<file path="src/rtl/shifter_pkg.sv">
// rtl/shifter_pkg.sv - shared op encoding and defaults for the B-operand shifter
package shifter_pkg;

  typedef enum logic [1:0] {
    SH_NOP = 2'b00,
    SH_LSL = 2'b01,
    SH_LSR = 2'b10,
    SH_ASR = 2'b11
  } shift_op_t;

  localparam int DEFAULT_WIDTH = 16;

endpackage

</file>
<file path="src/rtl/shifter_core.sv">
// rtl/shifter_core.sv - combinational single-position shift with carry-out
module shifter_core
  import shifter_pkg::*;
#(
  parameter int WIDTH = DEFAULT_WIDTH
) (
  input  logic [WIDTH-1:0] shift_in,
  input  logic [1:0]       shift_op,
  output logic [WIDTH-1:0] shift_out,
  output logic             carry_out
);

  always_comb begin
    shift_out = '0;
    carry_out = 1'b0;
    case (shift_op)
      SH_NOP: begin
        shift_out = shift_in;
        carry_out = 1'b0;
      end
      SH_LSL: begin
        shift_out = {shift_in[WIDTH-2:0], 1'b0};
        carry_out = shift_in[WIDTH-1];
      end
      SH_LSR: begin
        shift_out = {1'b0, shift_in[WIDTH-1:1]};
        carry_out = shift_in[0];
      end
      SH_ASR: begin
        shift_out = {shift_in[WIDTH-1], shift_in[WIDTH-1:1]};
        carry_out = shift_in[0];
      end
      // Unknown op poisons the result instead of reusing a stale value
      default: begin
        shift_out = 'x;
        carry_out = 1'bx;
      end
    endcase
  end

endmodule

</file>
<file path="src/rtl/shifter_unit.sv">
// rtl/shifter_unit.sv - B-operand shifter with registered result and status flags
module shifter_unit
  import shifter_pkg::*;
#(
  parameter int WIDTH = DEFAULT_WIDTH
) (
  input  logic             clk,
  input  logic             rst_n,
  input  logic [WIDTH-1:0] shift_in,
  input  logic [1:0]       shift_op,
  input  logic             in_valid,
  output logic [WIDTH-1:0] shift_out,
  output logic             carry_out,
  output logic [WIDTH-1:0] out_q,
  output logic             carry_q,
  output logic             zero_q,
  output logic             neg_q,
  output logic             out_valid
);

  shifter_core #(
    .WIDTH(WIDTH)
  ) u_core (
    .shift_in (shift_in),
    .shift_op (shift_op),
    .shift_out(shift_out),
    .carry_out(carry_out)
  );

  // Zero flag resets high so it stays consistent with the cleared out_q
  always_ff @(posedge clk or negedge rst_n) begin
    if (!rst_n) begin
      out_q     <= '0;
      carry_q   <= 1'b0;
      zero_q    <= 1'b1;
      neg_q     <= 1'b0;
      out_valid <= 1'b0;
    end else begin
      out_valid <= in_valid;
      if (in_valid) begin
        out_q   <= shift_out;
        carry_q <= carry_out;
        zero_q  <= (shift_out == '0);
        neg_q   <= shift_out[WIDTH-1];
      end
    end
  end

endmodule

</file>
<file path="config.mk">
export PLATFORM = sky130hd
export DESIGN_NAME = shifter_unit
export DESIGN_NICKNAME = d
export VERILOG_FILES = /design/src/rtl/shifter_pkg.sv /design/src/rtl/shifter_core.sv /design/src/rtl/shifter_unit.sv
export SDC_FILE = /design/constraint.sdc
export NUM_CORES = 1
export LEC_CHECK = 0
export CAP_MARGIN = 10
export CORE_MARGIN = 4
export CORE_UTILIZATION = 30
export CTS_CLUSTER_SIZE = 12
export DETAILED_ROUTE_END_ITERATION = 16
export HOLD_SLACK_MARGIN = 0.15
export MAX_ROUTING_LAYER = met4
export SLEW_MARGIN = 0
export SYNTH_ARGS = -nofsm -noshare
export SYNTH_HDL_FRONTEND = slang
export SYNTH_SLANG_ARGS = --single-unit
</file>
<file path="constraint.sdc">
create_clock -name clk -period 2.75 [get_ports clk]
set_clock_uncertainty 0.2 [all_clocks]
set_input_delay 0.275 -clock clk [delete_from_list [all_inputs] [get_ports clk]]
set_output_delay 0.275 -clock clk [all_outputs]
set_load 0.03 [all_outputs]
</file>
==> flow_summary.yaml <==
clock_network:
  cts_buffer_depth: 2
  root_buffer: "clkbuf_8"
  tritoncts: "built"
  cts_buffers: 3
  cts.repair.resized: 0
  cts.clk_slew.worst_paths_ns: 0.07
  cts_sinks: 19
  post-cts-setup-buffers: 0
  htree_levels: 1
  postCtsHoldBufs: 0
  clkLatencyLatePin_ns: 0.25
floorplanning:
  start_util_pct: 32.2
  boundaryPins: 58
  core_area_um2: 3440
  die_area_um2: 4740
  die_y_um: 68.8
  fp.dieW_um: 68.8
  fp-row-count: 21
run_status:
  status: "finished clean"
timing:
  fin_crit_sh_pct: 93.0
  fmax_ghz: 0.391
  setup_viol: 0
  slew_headroom_pct: 40.4
  final-hold-violation-count: 0
  post-route-min-period_ns: 2.56
  tns_ns: 0
  worst_slack_ns: 0.192
  tightest_slew_ns: 0.891
  rsz0062_at_grt: "false"
  hold_slack_ns: 0.291
  slew_violations: 0
placement:
  hpwl_um: 2690
  dpl.cell_count: 212
  dpl_worst_slack_ns: 0.179
  io_buffers: 57
  globalplace.congestion: 0.763
worst_setup_path:
  crit_type: "input pin to output pin"
  arrival_ns: 2.08
  critical_path.max_fanout: 5
  timing.critical_path.required_ns: 2.28
  start_kind: "input pin"
  worstSetupEndpointType: "output pin"
power:
  p_total_uw: 911
  power.density_nw_per_um2: 514
  peakVddDrop_uv: 275
  leakage_nw: 0.771
synthesis:
  yosys_warnings: 0
  syn_inst: 109
  ys_seq_area_share_pct: 43.0
  synth_area_um2: 1110
  synth.avg_cell_area_um2: 10.2
  ys_ff_latch: 19
  syn-num-nets: 130
  synth.distinct_cells: 24
route:
  drc: 0
  dr.pass1.iters: 4
  vias: 1051
  wl_um: 3420
  drt_iter0_drc: 37
  drtAntennaViolNets: 0
  routedWlPerCell_um: 15.8
  vias_per_cell: 4.87
grt:
  grt_usage_pct: 15.8
  grt_pass1_wl_um: 5510
  grt_max_degree: 35
  grt_pass1_vias: 1114
  antenna_found_initial: 0
  gr-total-overflow: 0
cells_and_area:
  antenna_cells: 0
  syn_to_final_growth_pct: 59.5
  drive_gt1_share_pct: 27.1
  fin_nets: 192
  final_cell_mix: "41 x clkdlybuf4s50_1, 23 x buf_4, 18 x dfrtp_1"
  finalNonFillerCells: 216
  final_common_cell: "clkdlybuf4s50_1"
flow_run:
  cap_violations: 0
worst_hold_path:
  hp-class: "register to register"
sequential cells by signal, indices dropped and copies added, names as in the netlist:
register	cells
out_valid	1
carry_q	1
zero_q	1
out_q	16
metrics by stage:
stage / area [um^2] / util (%)
after floorplan: 1110 / -
after detailed placement: 1730 / 50.1
after global placement: 1730 / 50.1
after CTS: 1770 / 51.4
after global routing: 1770 / 51.4
final: 1770 / 51.4
power by group:
part           total (mW)  internal, mW  switching [mW]  leakage, nW
Combinational       0.382         0.169           0.213        0.523
Clock               0.199         0.103          0.0962       0.0228
Sequential          0.329         0.312          0.0170        0.226
routing by layer:
metal,vias to the layer above,GRT usage [%],wire length (um)
li1,512,-,-
met1,498,19.8,1500
met4,0,4.38,54
met5,-,-,0
met2,34,26.9,1710
met3,7,1.78,157
cell type report:
class                           instances  area [um^2]
Fill cell                             330         1670
Timing Repair Buffer                   65          603
Multi-Input combinational cell         79          577
Sequential cell                        19          477
Tap cell                               46         57.6
Clock buffer                            4         45.0
Inverter                                3         11.3
logic make-up after synthesis:
kind of cell / after synthesis / share of synthesized area (%)
mux: 30 / 29.0
simple gates: 28 / 11.6
compound gates: 21 / 11.4
flops: 19 / 43.0
buf+inv: 11 / 5.07
worst max-delay path, stage by stage:
cell and delay, ns:
clkdlybuf4s50_1 0.60, mux2_1 0.34, mux2_2 0.27, clkdlybuf4s50_1 0.59
final timing paths:
kind,cells past startpoint,start,end,slack [ns]
max in group asynchronous,1,rst_n,out_q[10],1.48
min,1,out_q[0],out_q[0],0.29
max,4,shift_op[0],shift_out[1],0.19
max reg2reg,2,zero_q,zero_q,1.77
min in group asynchronous,1,rst_n,out_q[15],0.32
min reg2reg,1,out_q[0],out_q[0],0.29
synthesized netlist by cell type, drive strengths merged:
master | count | area share (%)
nor4 | 3 | 1.7
dfrtp | 18 | 41
mux2i | 13 | 12
nand2 | 15 | 5.1
a22o | 2 | 1.6
o32ai | 1 | 1.5
inv | 3 | 1.0
nor2 | 5 | 1.9
mux2 | 17 | 17
or2 | 1 | 0.56
nor3 | 1 | 0.45
o21ai | 16 | 7.2
or4 | 2 | 1.4
a21oi | 1 | 0.45
clkbuf | 3 | 1.0
buf | 5 | 3.0
dfstp | 1 | 2.4
o21a | 1 | 0.68
and2 | 1 | 0.56
(Power assumes the default switching activity.)
==> variant 1, RTL diff (same settings) <==
Reset style: synchronous (`rst_n`), changed in one clocked block.
--- a/src/rtl/shifter_unit.sv
+++ b/src/rtl/shifter_unit.sv
@@ -28,7 +28,7 @@
   );
 
   // Zero flag resets high so it stays consistent with the cleared out_q
-  always_ff @(posedge clk or negedge rst_n) begin
+  always_ff @(posedge clk) begin
     if (!rst_n) begin
       out_q     <= '0;
       carry_q   <= 1'b0;
Behaviour: differs if rst_n is asserted again (counterexample within 4 cycles, from zero or initial values and one cycle with rst_n low); with rst_n held inactive, the same outputs for 10 cycles.
==> variant 1 against the unedited design <==
- non-clock buffer count fell by 3
- global-route usage down 1.7 points
- synthesized area grew 1.8%
- synthesized cell count is 21% higher
- final area shrank 0.42%
- sequential cell count unchanged
- first-iteration DRC count shrank 51%
- power fell by 11%
- routed wire length is 2.4% lower
- worst setup slack improved by 0.15 ns
- largest cell class is now multi-input combinational cells
==> variant 1: results (changes against the unedited design) <==
placed_design:
  place_inst: 232  # +9.4%
  gp_congestion: 0.866  # +13%
  dp_hpwl_mm: 2.63  # -2.4%
power:
  leakage_uw: 0.000791  # +2.5%
  ir_worst_vdd_mv: 0.258  # -6.3%
drt:
  drt-initial-drc-count: 18  # -51%
  wl_met1_mm: 1.56  # +3.7%
  drt-total-wl_mm: 3.34  # -2.4%
  viasPerCell: 4.94  # +1.6%
  wl_met3_um: 224  # +43%
  dr_wl_met2_mm: 1.48  # -14%
logic_synthesis:
  synthArstFlopShare: 0  # -1.00
  synth_nets: 153  # +18%
  ys.flop_type: "dfxtp_1"
  yosysSeqAreaShare: 0.337  # -0.0929
  synth_cell_type_count: 31  # +29%
  syn_avg_cell_area_um2: 8.56  # -16%
  syn-cell-area_um2: 1130  # +1.8%
  yosys-top-cells-count: "mux2i_1 (27), dfxtp_1 (19), nor2_1 (18)"
grt:
  grt_usage: 0.141  # -0.0167
  grt_pass1_vias: 1173  # +5.3%
  grt_first_pass_wirelength_mm: 5.44  # -1.3%
  grt_max_degree: 38  # +8.6%
run_status:
  status: "finished, final reports clean"
sta:
  holdWs_ns: 0.291  # +0.000220 ns
  slew_headroom: 0.659  # +0.255
min_path:
  whs_endpoint: "out_q[0]"
worst_setup_path:
  cp_max_fo: 3  # -2
  crit_arrival_ns: 1.94  # -0.14 ns
  cp-endpoint: "shift_out[9]"
  r2r_start: "out_q[15]"
  rrSetupSlack_ns: 1.75  # -0.02 ns
finish:
  fill_cells: 362  # +9.7%
  final_nets: 210  # +9.4%
  fin_cells: 236  # +9.3%
==> variant 1: cell types whose count changed in the layout (fill, tap and decap cells not counted), moves of 8 or more <==
cell	before	now
dfrtp_1	18	0
nor2_1	4	18
dfxtp_1	0	19
o21ai_1	9	1
mux2i_1	13	27
mux2_2	16	1
==> variant 1: kinds of logic (layout without fill, tap and decap cells) <==
family,after synthesis,after routing,share of synthesized area
AO/OA/AOI/OAI,30,30,0.188
buffers and inverters,14,70,0.0609
flip-flops,19,19,0.337
multiplexers,28,28,0.249
AND/OR/NAND/NOR,41,41,0.165
==> variant 1: worst register-to-register path, stage by stage, from the launching register on <==
cell and delay (ns):
dfxtp_1 0.32, or2_2 0.27, o211a_1 0.12
==> variant 1: report_power, final <==
group | internal, uW | total, uW | switching [uW]
logic | 134 | 310 | 176
registers | 294 | 303 | 9.02
clock network | 101 | 200 | 99.1
==> variant 1: per-stage QoR <==
step | worst slack (ns) | instance area [um2] | utilization
floorplan | 0.679 | 1130 | -
global placement | 0.290 | 1720 | 0.469
detailed placement | 0.204 | 1720 | 0.469
CTS | 0.337 | 1760 | 0.482
global route | 0.309 | 1760 | 0.482
finish | 0.339 | 1760 | 0.482
==> variant 1: layer usage <==
| layer | up-vias | GRT usage |
|---|---|---|
| met5 | - | - |
| met4 | 0 | 0.0499 |
| met3 | 9 | 0.0319 |
| met2 | 53 | 0.222 |
| met1 | 529 | 0.178 |
| li1 | 576 | - |
==> variant 1: cell type report <==
| class | instances | area share |
|---|---|---|
| Clock buffer | 3 | 0.0234 |
| Tap cell | 48 | 0.0341 |
| Clock inverter | 1 | 0.00284 |
| Sequential cell | 19 | 0.216 |
| Multi-Input combinational cell | 99 | 0.386 |
| Timing Repair Buffer | 62 | 0.329 |
| Inverter | 4 | 0.00852 |
==> variant 2, RTL diff (same settings) <==
Made on the original files. Change the package constant `DEFAULT_WIDTH` from 16 to 32.
--- a/src/rtl/shifter_pkg.sv
+++ b/src/rtl/shifter_pkg.sv
@@ -8,7 +8,7 @@
     SH_ASR = 2'b11
   } shift_op_t;
 
-  localparam int DEFAULT_WIDTH = 16;
+  localparam int DEFAULT_WIDTH = 32;
 
 endpackage
 
Interface: changed (resized out_q, shift_in and shift_out); port bits go from 58 to 106. No check against the original RTL was run, so the function may have changed too.
==> variant 2 against the unedited design <==
- worst hold slack worse by 0.0059 ns
- power is 110% higher
- sequential cell count up 16
- worst setup slack improved by 0.075 ns
- clock power increased by 150%
- synthesized area up 100%
- routed wire length is 110% higher
- die area grew 88%
- critical path depth is the same
- via count increased by 97%
- sequential share of layout area is 2.0 points lower
- final area grew 99%
- largest cell class is now multi-input combinational cells
- largest power group unchanged
==> variant 2: results (changes against the unedited design) <==
logic_synthesis:
  yosysSeqAreaShare: 0.392  # -0.0379
  synthArstFlopShare: 1.00  # unchanged
  yosys_warnings: 0  # unchanged
  synthTopCellsByArea: "dfrtp_1 (38%), mux2_2 (17%), mux2i_1 (13%)"
  synth_cell_type_count: 39  # +63%
  synth_nets: 254  # +95%
  yosys-top-cells-count: "dfrtp_1 (34), mux2_2 (33), nand2_1 (30)"
clock_tree:
  cts_buffers: 5  # +2
  ctsHtreeMaxLevel: 2  # +1
  insertion_delay_ns: 0.28  # +0.03 ns
  clkTransAtPathRegs_ns: 0.08
  post-cts-setup-buffer-count: 0  # unchanged
worst_setup_path:
  worst-r2r-cell-count: 1  # -1
  cpPeakStageDelay_ns: 0.75  # +0.15 ns
  r2r_start: "out_q[9]"
  rrSetupSlack_ns: 1.78
  crit_arrival_ns: 2.01  # -0.07 ns
  cp_max_fo: 4  # -1
  crit_start: "shift_in[29]"
sta:
  worst_pin_slew_ns: 0.816  # -0.0749 ns
  holdWs_ns: 0.285  # -0.00586 ns
  fin_crit_sh: 0.903  # -0.0274
drt:
  drt-total-wl_mm: 7.12  # +110%
  vias: 2068  # +97%
  drt-initial-drc-count: 136  # +270%
  drtPass1Iterations: 4  # unchanged
placed_design:
  dp_hpwl_mm: 5.45  # +100%
  pre_cts_slack_ns: 0.289  # +0.111 ns
  port_buffers: 105  # +84%
  gp_congestion: 0.779  # +2.1%
grt:
  grt_max_degree: 36  # +2.9%
  grt_usage: 0.166  # +0.00740
  grt_pass1_vias: 2210  # +98%
  grt_first_pass_wirelength_mm: 11.2  # +100%
power:
  ir_worst_vdd_mv: 0.311  # +13%
  leakage_uw: 0.00146  # +89%
  power.total_uw: 1870  # +110%
finish:
  regMostFlops: "out_q"
  final_nets: 364  # +90%
  drive_above_1_share: 0.204  # -0.0663
  largest_reg_flops: 32  # +16
  fill_cells: 727  # +120%
run_status:
  status: "finished, final reports clean"
min_path:
  worstHoldStart: "zero_q"
  min_path_cells: 1  # unchanged
  hold_path.class: "reg2reg"
variant 2: changes by cell type in the layout (fill, tap and decap cells not counted), sizes merged, moves of 6 or more:
cell / change
buf: -6
clkdlybuf4s50: +60
dfrtp: +16
mux2: +18
mux2i: +15
nand2: +15
o21ai: +13
variant 2: metrics by stage:
step	instance area, um2	util	std cells
after global placement	3390	0.467	417
after floorplan	2240	-	217
final	3520	0.486	427
after detailed placement	3390	0.467	417
after CTS	3520	0.486	427
after global routing	3520	0.486	427
variant 2: report_power, final:
part,switching [uW],internal (uW)
Sequential,33.1,579
Clock,199,294
Combinational,422,341
Total,654,1210
variant 2: routing by layer:
layer  vias to the layer above  share of wire  track usage
met3                         5          0.058       0.0367
li1                       1007              -            -
met2                        63           0.48        0.268
met4                         0         0.0074       0.0373
met5                         -              0            -
met1                       993           0.45        0.212
variant 2: what timing repair did:
action                                 CTS  global route
endpoints found under the hold margin   36             0
hold buffers                             2             0
resized for setup                        0             0
variant 2: kinds of logic after synthesis:
| group | share of synthesized area |
|---|---|
| compound gates | 0.123 |
| mux | 0.301 |
| simple gates | 0.126 |
| flops | 0.392 |
| buf+inv | 0.0575 |
variant 2: final timing paths:
kind / end
setup / recovery: shift_out[29]
max in group asynchronous: out_q[9]
hold reg to reg: zero_q
hold / removal: zero_q
min in group asynchronous: out_valid
setup reg to reg: out_q[9]
variant 2: layout make-up:
type / count / area (um2) / area share
tap: 99 / 124 / 0.0351
inverter: 1 / 3.75 / 0.00106
sequential: 35 / 877 / 0.249
clock inverter: 2 / 35.0 / 0.00994
multi-input combinational: 163 / 1230 / 0.350
timing repair buffer: 121 / 1170 / 0.332
clock buffer: 6 / 82.6 / 0.0234
